File: src/rtl/mem_arbiter_mc.sv
// Two-port memory arbiter. The core has fixed priority; the ext port wins after
// MaxCoreRun back-to-back core grants that it has waited through. Reads return one cycle later.
module mem_arbiter_mc #(
   parameter int XLen       = 32,
   parameter int MaxCoreRun = 4
) (
   input  logic            clk_i,
   input  logic            rst_ni,

   input  logic            core_req_i,
   input  logic            core_we_i,
   input  logic [XLen-1:0] core_addr_i,
   input  logic [XLen-1:0] core_wdata_i,
   output logic            core_gnt_o,
   output logic            core_stall_o,
   output logic            core_rvalid_o,
   output logic [XLen-1:0] core_rdata_o,

   input  logic            ext_req_i,
   input  logic            ext_we_i,
   input  logic [XLen-1:0] ext_addr_i,
   input  logic [XLen-1:0] ext_wdata_i,
   output logic            ext_gnt_o,
   output logic            ext_rvalid_o,
   output logic [XLen-1:0] ext_rdata_o,

   output logic            mem_req_o,
   output logic            mem_we_o,
   output logic [XLen-1:0] mem_addr_o,
   output logic [XLen-1:0] mem_wdata_o,
   input  logic [XLen-1:0] mem_rdata_i
);

   typedef enum logic [1:0] {
      OwnNone,
      OwnCore,
      OwnExt
   } owner_e;

   localparam logic [3:0] RunMax = 4'(MaxCoreRun);

   owner_e     owner;
   logic [3:0] run_cnt;
   logic       ext_turn;
   logic       core_sel;
   logic       ext_sel;

   // Grants are masked while reset is held so nothing reaches memory during reset.
   always_comb begin
      ext_turn = ext_req_i && (run_cnt == RunMax);
      core_sel = rst_ni && core_req_i && !ext_turn;
      ext_sel  = rst_ni && ext_req_i && !core_sel;
   end

   assign core_gnt_o   = core_sel;
   assign ext_gnt_o    = ext_sel;
   assign core_stall_o = core_req_i && !core_sel;

   always_comb begin
      mem_req_o   = 1'b0;
      mem_we_o    = 1'b0;
      mem_addr_o  = '0;
      mem_wdata_o = '0;
      if (core_sel) begin
         mem_req_o   = 1'b1;
         mem_we_o    = core_we_i;
         mem_addr_o  = core_addr_i;
         mem_wdata_o = core_wdata_i;
      end else if (ext_sel) begin
         mem_req_o   = 1'b1;
         mem_we_o    = ext_we_i;
         mem_addr_o  = ext_addr_i;
         mem_wdata_o = ext_wdata_i;
      end
   end

   // run_cnt only counts core grants that the ext port sat through.
   always_ff @(posedge clk_i or negedge rst_ni) begin
      if (!rst_ni) begin
         run_cnt <= 4'd0;
         owner   <= OwnNone;
      end else begin
         if (!ext_req_i || ext_sel) begin
            run_cnt <= 4'd0;
         end else if (core_sel && (run_cnt != RunMax)) begin
            run_cnt <= run_cnt + 4'd1;
         end

         if (core_sel && !core_we_i) begin
            owner <= OwnCore;
         end else if (ext_sel && !ext_we_i) begin
            owner <= OwnExt;
         end else begin
            owner <= OwnNone;
         end
      end
   end

   assign core_rvalid_o = (owner == OwnCore);
   assign ext_rvalid_o  = (owner == OwnExt);
   assign core_rdata_o  = core_rvalid_o ? mem_rdata_i : '0;
   assign ext_rdata_o   = ext_rvalid_o ? mem_rdata_i : '0;

endmodule

File: config.mk
export PLATFORM = sky130hd
export DESIGN_NAME = mem_arbiter_mc
export DESIGN_NICKNAME = d
export VERILOG_FILES = /design/src/rtl/mem_arbiter_mc.sv
export SDC_FILE = /design/constraint.sdc
export NUM_CORES = 1
export LEC_CHECK = 0
export ABC_AREA = 1
export BUFFER_PORTS_ARGS = -buffer_cell sky130_fd_sc_hd__buf_4
export CORE_AREA = 2 2 118 120
export DETAILED_ROUTE_END_ITERATION = 10
export DIE_AREA = 0 0 120 122
export GPL_ROUTABILITY_DRIVEN = 0
export SYNTH_ARGS = -nofsm -noshare
export SYNTH_HDL_FRONTEND = slang
export SYNTH_SLANG_ARGS = --single-unit
File: constraint.sdc
create_clock -name clk_i -period 1.31 [get_ports clk_i]
set_input_delay 0.131 -clock clk_i [delete_from_list [all_inputs] [get_ports clk_i]]
set_output_delay 0.131 -clock clk_i [all_outputs]
set_load 0.005 [all_outputs]
==> impl_results.html, run 1 <==
<table>
<tr><th>Metric</th><th>Value</th></tr>
<tr><th colspan="2">Run status</th></tr>
<tr><td>Status</td><td>finished, violations left</td></tr>
<tr><td>Failing checks</td><td>negative setup slack</td></tr>
<tr><th colspan="2">Worst setup path</th></tr>
<tr><td>Worst reg2reg path startpoint</td><td>run_cnt[0]$_DFFE_PN0P_</td></tr>
<tr><td>Crit. Startpoint</td><td>run_cnt[0]$_DFFE_PN0P_</td></tr>
<tr><td>Kind of end point of the critical path</td><td>output port</td></tr>
<tr><td>Last element of the critical path</td><td>mem_addr_o[27]</td></tr>
<tr><td>Slack of the worst reg-to-reg path</td><td>-30 ps</td></tr>
<tr><td>Worst endpoint required time</td><td>1180 ps</td></tr>
<tr><td>Data arrival time of the critical path</td><td>1720 ps</td></tr>
<tr><td>Setup CP Type</td><td>reg2out</td></tr>
<tr><td>End of the worst register-to-register path</td><td>owner[1]$_DFF_PN0_</td></tr>
<tr><td>Number of cells on the worst reg-to-reg path</td><td>10</td></tr>
<tr><td>Largest fanout of any net on the critical path</td><td>6</td></tr>
<tr><td>Nature of the critical path startpoint</td><td>flop</td></tr>
<tr><th colspan="2">Clock tree</th></tr>
<tr><td>Number of sinks on the clock net</td><td>6</td></tr>
<tr><td>Number of clock buffers inserted by TritonCTS</td><td>3</td></tr>
<tr><td>Clock tree from TritonCTS</td><td>yes</td></tr>
<tr><td>H-tree depth reported by CTS</td><td>1</td></tr>
<tr><td>Clock insertion delay at the later pin of the skew report</td><td>230 ps</td></tr>
<tr><td>Clock Root Buffer</td><td>sky130_fd_sc_hd__clkbuf_16</td></tr>
<tr><td>CTS max path bufs</td><td>2</td></tr>
<tr><td>Clock transition at path regs</td><td>40 ps</td></tr>
<tr><th colspan="2">Timing</th></tr>
<tr><td>Normalized max-slew margin</td><td>85.26%</td></tr>
<tr><td>Fmax</td><td>541.6 MHz</td></tr>
<tr><td>Hold violation total from the final report</td><td>0</td></tr>
<tr><td>Setup violations, final</td><td>135</td></tr>
<tr><td>Slew of the pin with the lowest slew margin</td><td>220.9 ps</td></tr>
<tr><td>Final worst path period share</td><td>140.9%</td></tr>
<tr><td>Fin Clk Skew</td><td>0.7725 ps</td></tr>
<tr><td>Post-layout min period</td><td>1846 ps</td></tr>
<tr><td>Setup repair after global routing missed its margin</td><td>yes</td></tr>
<tr><td>Post-route setup slack</td><td>-536.4 ps</td></tr>
<tr><td>Min Hold Slack</td><td>69.89 ps</td></tr>
<tr><td>Pins Over Slew Limit</td><td>0</td></tr>
<tr><th colspan="2">Final layout</th></tr>
<tr><td>Area added between synthesis and finish</td><td>259.3%</td></tr>
<tr><td>Layout Utilization</td><td>45.78%</td></tr>
<tr><td>Fill cell total of the finished layout</td><td>1315</td></tr>
<tr><td>Final net count</td><td>873</td></tr>
<tr><td>Storage element area</td><td>150.1 um2</td></tr>
<tr><td>Layout cells sized above 1</td><td>70.27%</td></tr>
<tr><td>Antenna cell count</td><td>0</td></tr>
<tr><td>Area used by multi-input combinational logic</td><td>0.001981 mm2</td></tr>
<tr><th colspan="2">Pwr</th></tr>
<tr><td>Static leakage</td><td>3.331 nW</td></tr>
<tr><td>Switching Share</td><td>35.20%</td></tr>
<tr><td>Combinational share of power</td><td>70.8%</td></tr>
<tr><td>Part of the power in registers</td><td>8.0%</td></tr>
<tr><td>Part of the total power dissipated in the clock network</td><td>21.1%</td></tr>
<tr><td>Cell Pwr Density</td><td>392.4 mW/mm2</td></tr>
<tr><td>Internal cell power</td><td>0.001572 W</td></tr>
<tr><td>IR Drop Worst-Case VDD</td><td>0.3210 mV</td></tr>
<tr><td>Power dissipated by switching net loads</td><td>0.0008537 W</td></tr>
<tr><th colspan="2">Global routing</th></tr>
<tr><td>Total grt overflow</td><td>0</td></tr>
<tr><td>Vias in the first global route</td><td>3018</td></tr>
<tr><td>Initial antenna violation count</td><td>0</td></tr>
<tr><td>First-pass GRT wire length</td><td>15660 um</td></tr>
<tr><td>Pin count of the biggest net entering global routing</td><td>44</td></tr>
<tr><td>Global router's overall resource usage</td><td>13.34%</td></tr>
<tr><th colspan="2">Detailed routing</th></tr>
<tr><td>Count of antenna-violating nets left after detailed routing</td><td>0</td></tr>
<tr><td>Average wire per standard cell</td><td>16.42 um</td></tr>
<tr><td>Number of optimization iterations in the first detailed-route pass</td><td>4</td></tr>
<tr><td>Drc violations</td><td>0</td></tr>
<tr><td>Via count normalized by instance count</td><td>4.166</td></tr>
<tr><td>DR vias</td><td>3679</td></tr>
<tr><td>Number of violations reported at the end of detailed-routing iteration 0</td><td>90</td></tr>
<tr><td>Post-detailed-routing wire length</td><td>14500 um</td></tr>
<tr><th colspan="2">Die</th></tr>
<tr><td>Die Width</td><td>120 um</td></tr>
<tr><td>Die height</td><td>122 um</td></tr>
<tr><td>Initial Utilization</td><td>12.74%</td></tr>
<tr><td>Floorplan Core Area</td><td>0.01350 mm2</td></tr>
<tr><td>Die Footprint</td><td>0.01464 mm2</td></tr>
<tr><td>Io pins</td><td>301</td></tr>
<tr><td>Std cell rows</td><td>43</td></tr>
<tr><th colspan="2">Yosys</th></tr>
<tr><td>Post-synthesis cell count</td><td>375</td></tr>
<tr><td>Most instantiated cells after synthesis</td><td>147 x sky130_fd_sc_hd__nand2_1, 68 x sky130_fd_sc_hd__nand3_1, 68 x sky130_fd_sc_hd__nor2_1</td></tr>
<tr><td>Top cell type by total area after synthesis</td><td>sky130_fd_sc_hd__nand2_1</td></tr>
<tr><td>Number of enable flip-flop cells after synthesis</td><td>0</td></tr>
<tr><td>Most frequent cell after synthesis</td><td>sky130_fd_sc_hd__nand2_1</td></tr>
<tr><td>Share of synthesized cell area in and, or, nand and nor gates</td><td>67.85%</td></tr>
<tr><td>Synth Area in Compound Gates</td><td>1.164%</td></tr>
<tr><td>Number of synthesized register bits</td><td>6</td></tr>
<tr><td>Xor and xnor fraction of the mapped netlist area</td><td>0%</td></tr>
<tr><td>Mean instance size in the synthesized netlist</td><td>4.588 um2</td></tr>
<tr><td>Fraction of synthesized cell area taken by the top area cell type</td><td>32.07%</td></tr>
<tr><td>Sequential cell area fraction in the yosys report</td><td>8.727%</td></tr>
<tr><td>Share of async-settable or async-resettable flops after synthesis</td><td>100.0%</td></tr>
<tr><td>Distinct cells, synth</td><td>16</td></tr>
<tr><td>Adder-cell share of the synthesized area</td><td>1.455%</td></tr>
<tr><td>Post-synth net total</td><td>543</td></tr>
<tr><td>Yosys warning count</td><td>0</td></tr>
<tr><td>Main combinational cell family by area after synthesis</td><td>simple AND/OR/NAND/NOR gates</td></tr>
<tr><td>Mux contribution to synthesized area</td><td>0%</td></tr>
<tr><td>Top area cells in the synthesized netlist</td><td>sky130_fd_sc_hd__nand2_1 32%, sky130_fd_sc_hd__nand3_1 20%, sky130_fd_sc_hd__nor2_1 15%</td></tr>
<tr><td>Most used flip-flop cell after synthesis</td><td>sky130_fd_sc_hd__dfrtp_1</td></tr>
<tr><td>Cell area after synthesis</td><td>0.001720 mm2</td></tr>
<tr><th colspan="2">Hold path</th></tr>
<tr><td>Classification of the worst-slack hold path</td><td>in2reg</td></tr>
<tr><th colspan="2">Placed design</th></tr>
<tr><td>Detail Placement HPWL</td><td>7826 um</td></tr>
<tr><td>Number of buffers added on ports</td><td>300</td></tr>
<tr><th colspan="2">Run</th></tr>
<tr><td>Total of max-cap violations</td><td>0</td></tr>
</table>
==> per-layer routing <==
| layer | GRT usage (%) | up-vias | wire (um) |
|---|---|---|---|
| met4 | 1.985 | 0 | 156 |
| met5 | 0 | - | 0 |
| met1 | 16.42 | 1689 | 5694 |
| met3 | 2.107 | 13 | 850 |
| li1 | - | 1804 | - |
| met2 | 24.82 | 173 | 7798 |
==> placed cells by master, fill, tap and decap left out, drive strengths merged <==
| master | n |
|---|---|
| dfrtp | 6 |
| clkbuf | 16 |
| dlygate4sd3 | 1 |
| nand4 | 1 |
| a21oi | 1 |
| clkinv | 2 |
| nand3 | 68 |
| o21ai | 3 |
| nor2 | 68 |
| inv | 49 |
| ha | 2 |
| nand3b | 1 |
| nand2 | 148 |
| buf | 337 |
==> what timing repair did <==
| item | 4_1_cts | 5_1_grt |
|---|---|---|
| pin swaps | 2 | 23 |
| hold buffers | 1 | 0 |
| setup buffers | 6 | 2 |
| endpoints found under the setup margin | 103 | 138 |
| hold endpoints to repair | 6 | 0 |
| cloned | 8 | 19 |
| gates resized for setup | 41 | 288 |
==> power groups by stage <==
| stage | logic, W | registers, W | clock network (W) |
|---|---|---|---|
| global placement | 0.00113 | 0.000195 | 0 |
| finish | 0.00172 | 0.000195 | 0.000513 |
| CTS | 0.00129 | 0.000194 | 0.000521 |
| global route | 0.00183 | 0.000195 | 0.000527 |
| detailed placement | 0.00113 | 0.000196 | 0 |
| floorplan | 0.000357 | 0.000197 | 0 |
==> registers in the layout (all words and copies together), names as in the netlist <==
register / count
owner: 2
run_cnt: 4
==> worst min-delay path by stage <==
stage             start                      to  slack [ps]  depth (start not counted)
2_1_floorplan    rst_ni      owner[0]$_DFF_PN0_        -160                          0
3_3_place_gp     rst_ni  run_cnt[3]$_DFFE_PN0P_          70                          2
3_5_place_dp     rst_ni  run_cnt[2]$_DFFE_PN0P_          60                          2
4_1_cts        ext_we_i      owner[1]$_DFF_PN0_          70                          2
5_1_grt        ext_we_i      owner[1]$_DFF_PN0_          70                          2
6_report       ext_we_i      owner[1]$_DFF_PN0_          70                          2
==> through the flow <==
step           setup TNS, ps   power, W  std cells  worst slack (ps)  cell area (um2)
2_1_floorplan          -4433  0.0005537        375            -93.45             1737
3_3_place_gp          -15210   0.001323        846            -276.9             4268
3_5_place_dp          -15250   0.001322        846            -281.4             4268
4_1_cts               -35660   0.002001        864            -538.3             4762
5_1_grt               -48660   0.002554        883            -617.0             6182
6_report              -40690   0.002426        883            -536.4             6182
==> final cells by class <==
| class | count | share of cell area, % |
|---|---|---|
| Timing Repair inverter | 1 | 0.1821 |
| Tap cell | 180 | 3.643 |
| Sequential cell | 6 | 2.429 |
| Inverter | 50 | 3.582 |
| Timing Repair Buffer | 351 | 56.91 |
| Multi-Input combinational cell | 292 | 32.04 |
| Clock buffer | 3 | 1.214 |
==> cell families (layout without fill, tap and decap cells) <==
family,after synthesis,after routing
AND/OR/NAND/NOR,286,286
buffers and inverters,77,405
AO/OA/AOI/OAI,4,4
flip-flops,6,6
adder cells (fa/ha/maj),2,2
==> worst max-delay path, cell delays in order, from the launching register on <==
cell	delay, ps
sky130_fd_sc_hd__dfrtp_1	370
sky130_fd_sc_hd__inv_2	70
sky130_fd_sc_hd__ha_4	130
sky130_fd_sc_hd__nand2_2	40
sky130_fd_sc_hd__inv_2	60
sky130_fd_sc_hd__nand2_4	70
sky130_fd_sc_hd__nand2_8	100
sky130_fd_sc_hd__buf_12	140
sky130_fd_sc_hd__clkinv_16	80
sky130_fd_sc_hd__clkbuf_16	180
sky130_fd_sc_hd__nand2_4	70
sky130_fd_sc_hd__nand2_2	50
sky130_fd_sc_hd__buf_6	110
No activity file was read; power rests on OpenSTA's default activity.
==> run 2: changes to the inputs <==
--- a/config.mk
+++ b/config.mk
@@ -5,11 +5,10 @@
 export SDC_FILE = /design/constraint.sdc
 export NUM_CORES = 1
 export LEC_CHECK = 0
-export ABC_AREA = 1
 export BUFFER_PORTS_ARGS = -buffer_cell sky130_fd_sc_hd__buf_4
-export CORE_AREA = 2 2 118 120
+export CORE_AREA = 2 2 117 119
 export DETAILED_ROUTE_END_ITERATION = 10
-export DIE_AREA = 0 0 120 122
+export DIE_AREA = 0 0 119 121
 export GPL_ROUTABILITY_DRIVEN = 0
 export SYNTH_ARGS = -nofsm -noshare
 export SYNTH_HDL_FRONTEND = slang
==> run 2 against run 1 <==
  * The flow still finishes with violations (negative setup slack)
  * Flip-flop and latch count stayed put
  * Power is 21% lower
  * Combinational power is 28% lower
  * Sequential power hardly changed
  * Synthesized cell count is 50% lower
  * Final area is 19% lower
  * Worst setup slack worse by 67 ps
  * Clock skew hardly changed
  * Via count is 21% lower
  * Critical path type unchanged
  * Highest routed layer unchanged
==> impl_results.html, run 2 <==
<table>
<tr><th>Metric</th><th>Value</th></tr>
<tr><th colspan="2">Worst setup path</th></tr>
<tr><td>Crit path buf inv count</td><td>3 (was 6)</td></tr>
<tr><td>Setup CP Type</td><td>reg2out (unchanged)</td></tr>
<tr><td>List of cells traversed by the critical path</td><td>inv_2 &gt; ha_4 &gt; and4b_4 &gt; nor2_4 &gt; clkbuf_16 &gt; a22o_1 &gt; buf_4 (was inv_2 &gt; ha_4 &gt; nand2_2 &gt; inv_2 &gt; nand2_4 &gt; nand2_8 &gt; buf_12 &gt; clkinv_16 &gt; clkbuf_16 &gt; nand2_4 &gt; nand2_2 &gt; buf_6)</td></tr>
<tr><td>Critical Path Max Stage Delay</td><td>390 ps (was 370 ps)</td></tr>
<tr><td>Largest fanout of any net on the critical path</td><td>33 (was 6)</td></tr>
<tr><td>Nature of the critical path startpoint</td><td>flop (unchanged)</td></tr>
<tr><td>Crit-path slowest cell</td><td>sky130_fd_sc_hd__dfrtp_1 (unchanged)</td></tr>
<tr><td>Kind of end point of the critical path</td><td>output port (unchanged)</td></tr>
<tr><td>Worst endpoint required time</td><td>1180 ps (about the same)</td></tr>
<tr><td>Cell family contributing the most delay on the critical path</td><td>buffers and inverters (unchanged)</td></tr>
<tr><td>Data arrival time of the critical path</td><td>1780 ps (was 1720 ps)</td></tr>
<tr><th colspan="2">Yosys</th></tr>
<tr><td>Number of synthesized register bits</td><td>6 (unchanged)</td></tr>
<tr><td>Xor and xnor fraction of the mapped netlist area</td><td>0.5983% (was 0%)</td></tr>
<tr><td>Share of async-settable or async-resettable flops after synthesis</td><td>100.0% (unchanged)</td></tr>
<tr><td>Adder-cell share of the synthesized area</td><td>1.709% (was 1.455%)</td></tr>
<tr><td>Most instantiated cells after synthesis</td><td>64 x sky130_fd_sc_hd__a22o_1, 64 x sky130_fd_sc_hd__and2_1, 6 x sky130_fd_sc_hd__buf_2, 6 x sky130_fd_sc_hd__clkbuf_1, 6 x sky130_fd_sc_hd__dfrtp_1 (was 147 x sky130_fd_sc_hd__nand2_1, 68 x sky130_fd_sc_hd__nand3_1, 68 x sky130_fd_sc_hd__nor2_1)</td></tr>
<tr><td>Number of enable flip-flop cells after synthesis</td><td>0 (unchanged)</td></tr>
<tr><td>Share of synthesized cell area in and, or, nand and nor gates</td><td>35.64% (was 67.85%)</td></tr>
<tr><td>Main combinational cell family by area after synthesis</td><td>compound AO/OA/AOI/OAI gates (was simple AND/OR/NAND/NOR gates)</td></tr>
<tr><td>Sequential cell area fraction in the yosys report</td><td>10.26% (was 8.727%)</td></tr>
<tr><td>Fraction of synthesized cell area taken by the top area cell type</td><td>38.29% (was 32.07%)</td></tr>
<tr><td>Top cell type by total area after synthesis</td><td>sky130_fd_sc_hd__a22o_1 (was sky130_fd_sc_hd__nand2_1)</td></tr>
<tr><td>Synth Area in Compound Gates</td><td>40.77% (was 1.164%)</td></tr>
<tr><td>Post-synthesis cell count</td><td>188 (was 375)</td></tr>
<tr><td>Cell area after synthesis</td><td>0.001464 mm2 (was 0.001720 mm2)</td></tr>
<tr><td>Post-synth net total</td><td>356 (was 543)</td></tr>
<tr><td>Distinct cells, synth</td><td>28 (was 16)</td></tr>
<tr><td>Mean instance size in the synthesized netlist</td><td>7.787 um2 (was 4.588 um2)</td></tr>
<tr><td>Most used flip-flop cell after synthesis</td><td>sky130_fd_sc_hd__dfrtp_1 (unchanged)</td></tr>
<tr><td>Top area cells in the synthesized netlist</td><td>sky130_fd_sc_hd__a22o_1 38%, sky130_fd_sc_hd__and2_1 27%, sky130_fd_sc_hd__dfrtp_1 10% (was sky130_fd_sc_hd__nand2_1 32%, sky130_fd_sc_hd__nand3_1 20%, sky130_fd_sc_hd__nor2_1 15%)</td></tr>
<tr><td>Yosys warning count</td><td>0 (unchanged)</td></tr>
<tr><td>Mux contribution to synthesized area</td><td>0.7692% (was 0%)</td></tr>
<tr><th colspan="2">Timing</th></tr>
<tr><td>Pins Over Slew Limit</td><td>0 (unchanged)</td></tr>
<tr><td>Fin Clk Skew</td><td>0.3598 ps (was 0.7725 ps)</td></tr>
<tr><td>Normalized max-slew margin</td><td>85.19% (was 85.26%)</td></tr>
<tr><td>Post-route setup slack</td><td>-603.8 ps (was -536.4 ps)</td></tr>
<tr><td>Hold violation total from the final report</td><td>0 (unchanged)</td></tr>
<tr><td>Final worst path period share</td><td>146.1% (was 140.9%)</td></tr>
<tr><td>Min Hold Slack</td><td>70.32 ps (was 69.89 ps)</td></tr>
<tr><td>Fmax</td><td>522.5 MHz (was 541.6 MHz)</td></tr>
<tr><td>Setup repair after global routing missed its margin</td><td>yes (unchanged)</td></tr>
<tr><td>Setup violations, final</td><td>137 (was 135)</td></tr>
<tr><td>Slew of the pin with the lowest slew margin</td><td>221.5 ps (was 220.9 ps)</td></tr>
<tr><td>Post-layout min period</td><td>1914 ps (was 1846 ps)</td></tr>
<tr><td>Sum of negative setup slack</td><td>-48830 ps (was -40690 ps)</td></tr>
<tr><th colspan="2">Final layout</th></tr>
<tr><td>Largest reg by FF count</td><td>run_cnt (unchanged)</td></tr>
<tr><td>Non-filler instance count after layout</td><td>686 (was 883)</td></tr>
<tr><td>Antenna cell count</td><td>0 (unchanged)</td></tr>
<tr><td>Most frequent cells in the layout</td><td>245 x sky130_fd_sc_hd__buf_4, 73 x sky130_fd_sc_hd__buf_6, 64 x sky130_fd_sc_hd__a22o_1, 64 x sky130_fd_sc_hd__and2_4 (was 228 x sky130_fd_sc_hd__buf_4, 91 x sky130_fd_sc_hd__nand2_1, 88 x sky130_fd_sc_hd__buf_6)</td></tr>
<tr><td>Layout cells sized above 1</td><td>81.96% (was 70.27%)</td></tr>
<tr><td>Max reg flops</td><td>4 (unchanged)</td></tr>
<tr><td>Top Registers</td><td>run_cnt: 4 flops, owner: 2 flops (unchanged)</td></tr>
<tr><td>Commonest non-fill, non-tap cell in the layout</td><td>sky130_fd_sc_hd__buf_4 (unchanged)</td></tr>
<tr><td>Final net count</td><td>680 (was 873)</td></tr>
<tr><td>Area added between synthesis and finish</td><td>240.3% (was 259.3%)</td></tr>
<tr><th colspan="2">Clock tree</th></tr>
<tr><td>H-tree depth reported by CTS</td><td>1 (unchanged)</td></tr>
<tr><td>Clock Root Buffer</td><td>sky130_fd_sc_hd__clkbuf_16 (unchanged)</td></tr>
<tr><td>Clock tree from TritonCTS</td><td>yes (unchanged)</td></tr>
<tr><td>CTS max path bufs</td><td>2 (unchanged)</td></tr>
<tr><td>Number of clock buffers inserted by TritonCTS</td><td>3 (unchanged)</td></tr>
<tr><td>Number of sinks on the clock net</td><td>6 (unchanged)</td></tr>
<tr><td>Clock transition at path regs</td><td>30 ps (was 40 ps)</td></tr>
<tr><td>Clock insertion delay at the later pin of the skew report</td><td>230 ps (about the same)</td></tr>
<tr><th colspan="2">Global routing</th></tr>
<tr><td>Met1 Resource Use GR</td><td>14.47% (was 16.42%)</td></tr>
<tr><td>Most heavily used metal layer in global routing</td><td>met2 (unchanged)</td></tr>
<tr><td>Global-route met3 utilization</td><td>2.397% (was 2.107%)</td></tr>
<tr><td>Total grt overflow</td><td>0 (unchanged)</td></tr>
<tr><td>Vias in the first global route</td><td>2679 (was 3018)</td></tr>
<tr><td>Pin count of the biggest net entering global routing</td><td>67 (was 44)</td></tr>
<tr><td>First-pass GRT wire length</td><td>14760 um (was 15660 um)</td></tr>
<tr><td>Routing usage on met2</td><td>23.78% (was 24.82%)</td></tr>
<tr><td>Global router's overall resource usage</td><td>12.84% (was 13.34%)</td></tr>
<tr><td>Initial antenna violation count</td><td>0 (unchanged)</td></tr>
<tr><th colspan="2">Pwr</th></tr>
<tr><td>Switching Share</td><td>26.94% (was 35.20%)</td></tr>
<tr><td>Internal cell power</td><td>0.001400 W (was 0.001572 W)</td></tr>
<tr><td>Power dissipated by switching net loads</td><td>0.0005161 W (was 0.0008537 W)</td></tr>
<tr><td>Post-layout power</td><td>0.001916 W (was 0.002426 W)</td></tr>
<tr><td>Combinational share of power</td><td>64.3% (was 70.8%)</td></tr>
<tr><td>Cell Pwr Density</td><td>384.7 mW/mm2 (was 392.4 mW/mm2)</td></tr>
<tr><td>Static leakage</td><td>2.574 nW (was 3.331 nW)</td></tr>
<tr><td>Part of the total power dissipated in the clock network</td><td>25.6% (was 21.1%)</td></tr>
<tr><td>IR Drop Worst-Case VDD</td><td>0.6016 mV (was 0.3210 mV)</td></tr>
<tr><td>Part of the power in registers</td><td>10.2% (was 8.0%)</td></tr>
<tr><th colspan="2">Run status</th></tr>
<tr><td>Status</td><td>finished, violations left (unchanged)</td></tr>
<tr><td>Failing checks</td><td>negative setup slack (unchanged)</td></tr>
<tr><th colspan="2">Run</th></tr>
<tr><td>Total of max-cap violations</td><td>0 (unchanged)</td></tr>
<tr><th colspan="2">Placed design</th></tr>
<tr><td>Number of buffers added on ports</td><td>300 (unchanged)</td></tr>
<tr><td>Total instance count after detailed placement</td><td>657 (was 846)</td></tr>
<tr><td>Detail Placement HPWL</td><td>8216 um (was 7826 um)</td></tr>
<tr><td>Post-Place Setup Slack</td><td>-367.6 ps (was -281.4 ps)</td></tr>
<tr><th colspan="2">Detailed routing</th></tr>
<tr><td>Number of optimization iterations in the first detailed-route pass</td><td>4 (unchanged)</td></tr>
<tr><td>Post-detailed-routing wire length</td><td>12260 um (was 14500 um)</td></tr>
<tr><td>Average wire per standard cell</td><td>17.88 um (was 16.42 um)</td></tr>
<tr><td>Drc violations</td><td>0 (unchanged)</td></tr>
<tr><td>Number of violations reported at the end of detailed-routing iteration 0</td><td>117 (was 90)</td></tr>
<tr><td>Via count normalized by instance count</td><td>4.243 (was 4.166)</td></tr>
<tr><td>Count of antenna-violating nets left after detailed routing</td><td>0 (unchanged)</td></tr>
<tr><td>DR vias</td><td>2911 (was 3679)</td></tr>
<tr><th colspan="2">Die</th></tr>
<tr><td>Die Footprint</td><td>0.01440 mm2 (was 0.01464 mm2)</td></tr>
<tr><td>Die Width</td><td>119 um (was 120 um)</td></tr>
<tr><td>Io pins</td><td>301 (unchanged)</td></tr>
<tr><td>Initial Utilization</td><td>11.19% (was 12.74%)</td></tr>
<tr><td>Floorplan Core Area</td><td>0.01309 mm2 (was 0.01350 mm2)</td></tr>
<tr><td>Die height</td><td>121 um (was 122 um)</td></tr>
<tr><td>Std cell rows</td><td>42 (was 43)</td></tr>
<tr><th colspan="2">Hold path</th></tr>
<tr><td>Classification of the worst-slack hold path</td><td>in2reg (unchanged)</td></tr>
</table>
==> run 2: cell types whose count changed after synthesis, sizes merged, moves of 3 or more <==
cell   delta
and2     +64
nand3    -67
buf       -4
o21ai     -3
a22o     +64
nor3      +3
inv      -46
nor2     -65
nor2b     +4
nand2   -145
==> run 2: worst paths after layout <==
path	start	endpoint	slack [ps]	cells after the start
worst max-delay path	run_cnt[1]$_DFFE_PN0P_	mem_addr_o[29]	-600	7
worst min-delay path	core_we_i	owner[0]$_DFF_PN0_	70	2
worst max register to register	run_cnt[1]$_DFFE_PN0P_	run_cnt[2]$_DFFE_PN0P_	-270	8
worst min register to register	run_cnt[3]$_DFFE_PN0P_	run_cnt[3]$_DFFE_PN0P_	650	2
max in group asynchronous	rst_ni	run_cnt[1]$_DFFE_PN0P_	700	3
min in group asynchronous	rst_ni	run_cnt[3]$_DFFE_PN0P_	390	3
==> run 2: timing repair <==
| action | in CTS | in global routing |
|---|---|---|
| hold buffers | 2 | 0 |
| hold endpoints to repair | 6 | 0 |
| buffers inserted | 8 | 4 |
| endpoints found under the setup margin | 137 | 139 |
| pin swaps | 34 | 38 |
| cloned | 4 | 10 |
| resized for setup | 82 | 74 |
==> run 2: layout make-up <==
cell class                      count  area [um2]
Fill cell                        1278        8104
Timing Repair Buffer              340        3137
Multi-Input combinational cell    157        1384
Tap cell                          176       220.2
Sequential cell                     6       150.1
Clock buffer                        3       75.07
Inverter                            4       15.01
==> run 2: logic make-up (layout without fill, tap and decap cells) <==
group	after synthesis	after routing
AND/OR/NAND/NOR	84	84
AO/OA/AOI/OAI	69	69
buffers and inverters	25	347
flip-flops	6	6
adder cells (fa/ha/maj)	2	2
XOR/XNOR	1	1
multiplexers	1	1
==> run 2: metrics by stage <==
step	area (um2)	utilization [%]
4_1_cts	4516	34.51
5_1_grt	4981	38.07
2_1_floorplan	1481	-
6_report	4981	38.07
3_5_place_dp	3975	30.38
3_3_place_gp	3975	30.38
==> run 2: metal layers <==
metal | vias to the layer above | wire length [um]
met1 | 1370 | 4668
met4 | 0 | 371
li1 | 1344 | -
met5 | - | 0
met2 | 179 | 6348
met3 | 18 | 874
==> run 2: power groups by stage <==
stage	clock network, W	logic (W)	registers (W)
2_1_floorplan	0	0.000284	0.000196
3_3_place_gp	0	0.000990	0.000195
3_5_place_dp	0	0.000999	0.000195
4_1_cts	0.000495	0.00109	0.000195
5_1_grt	0.000510	0.00130	0.000195
6_report	0.000490	0.00123	0.000195
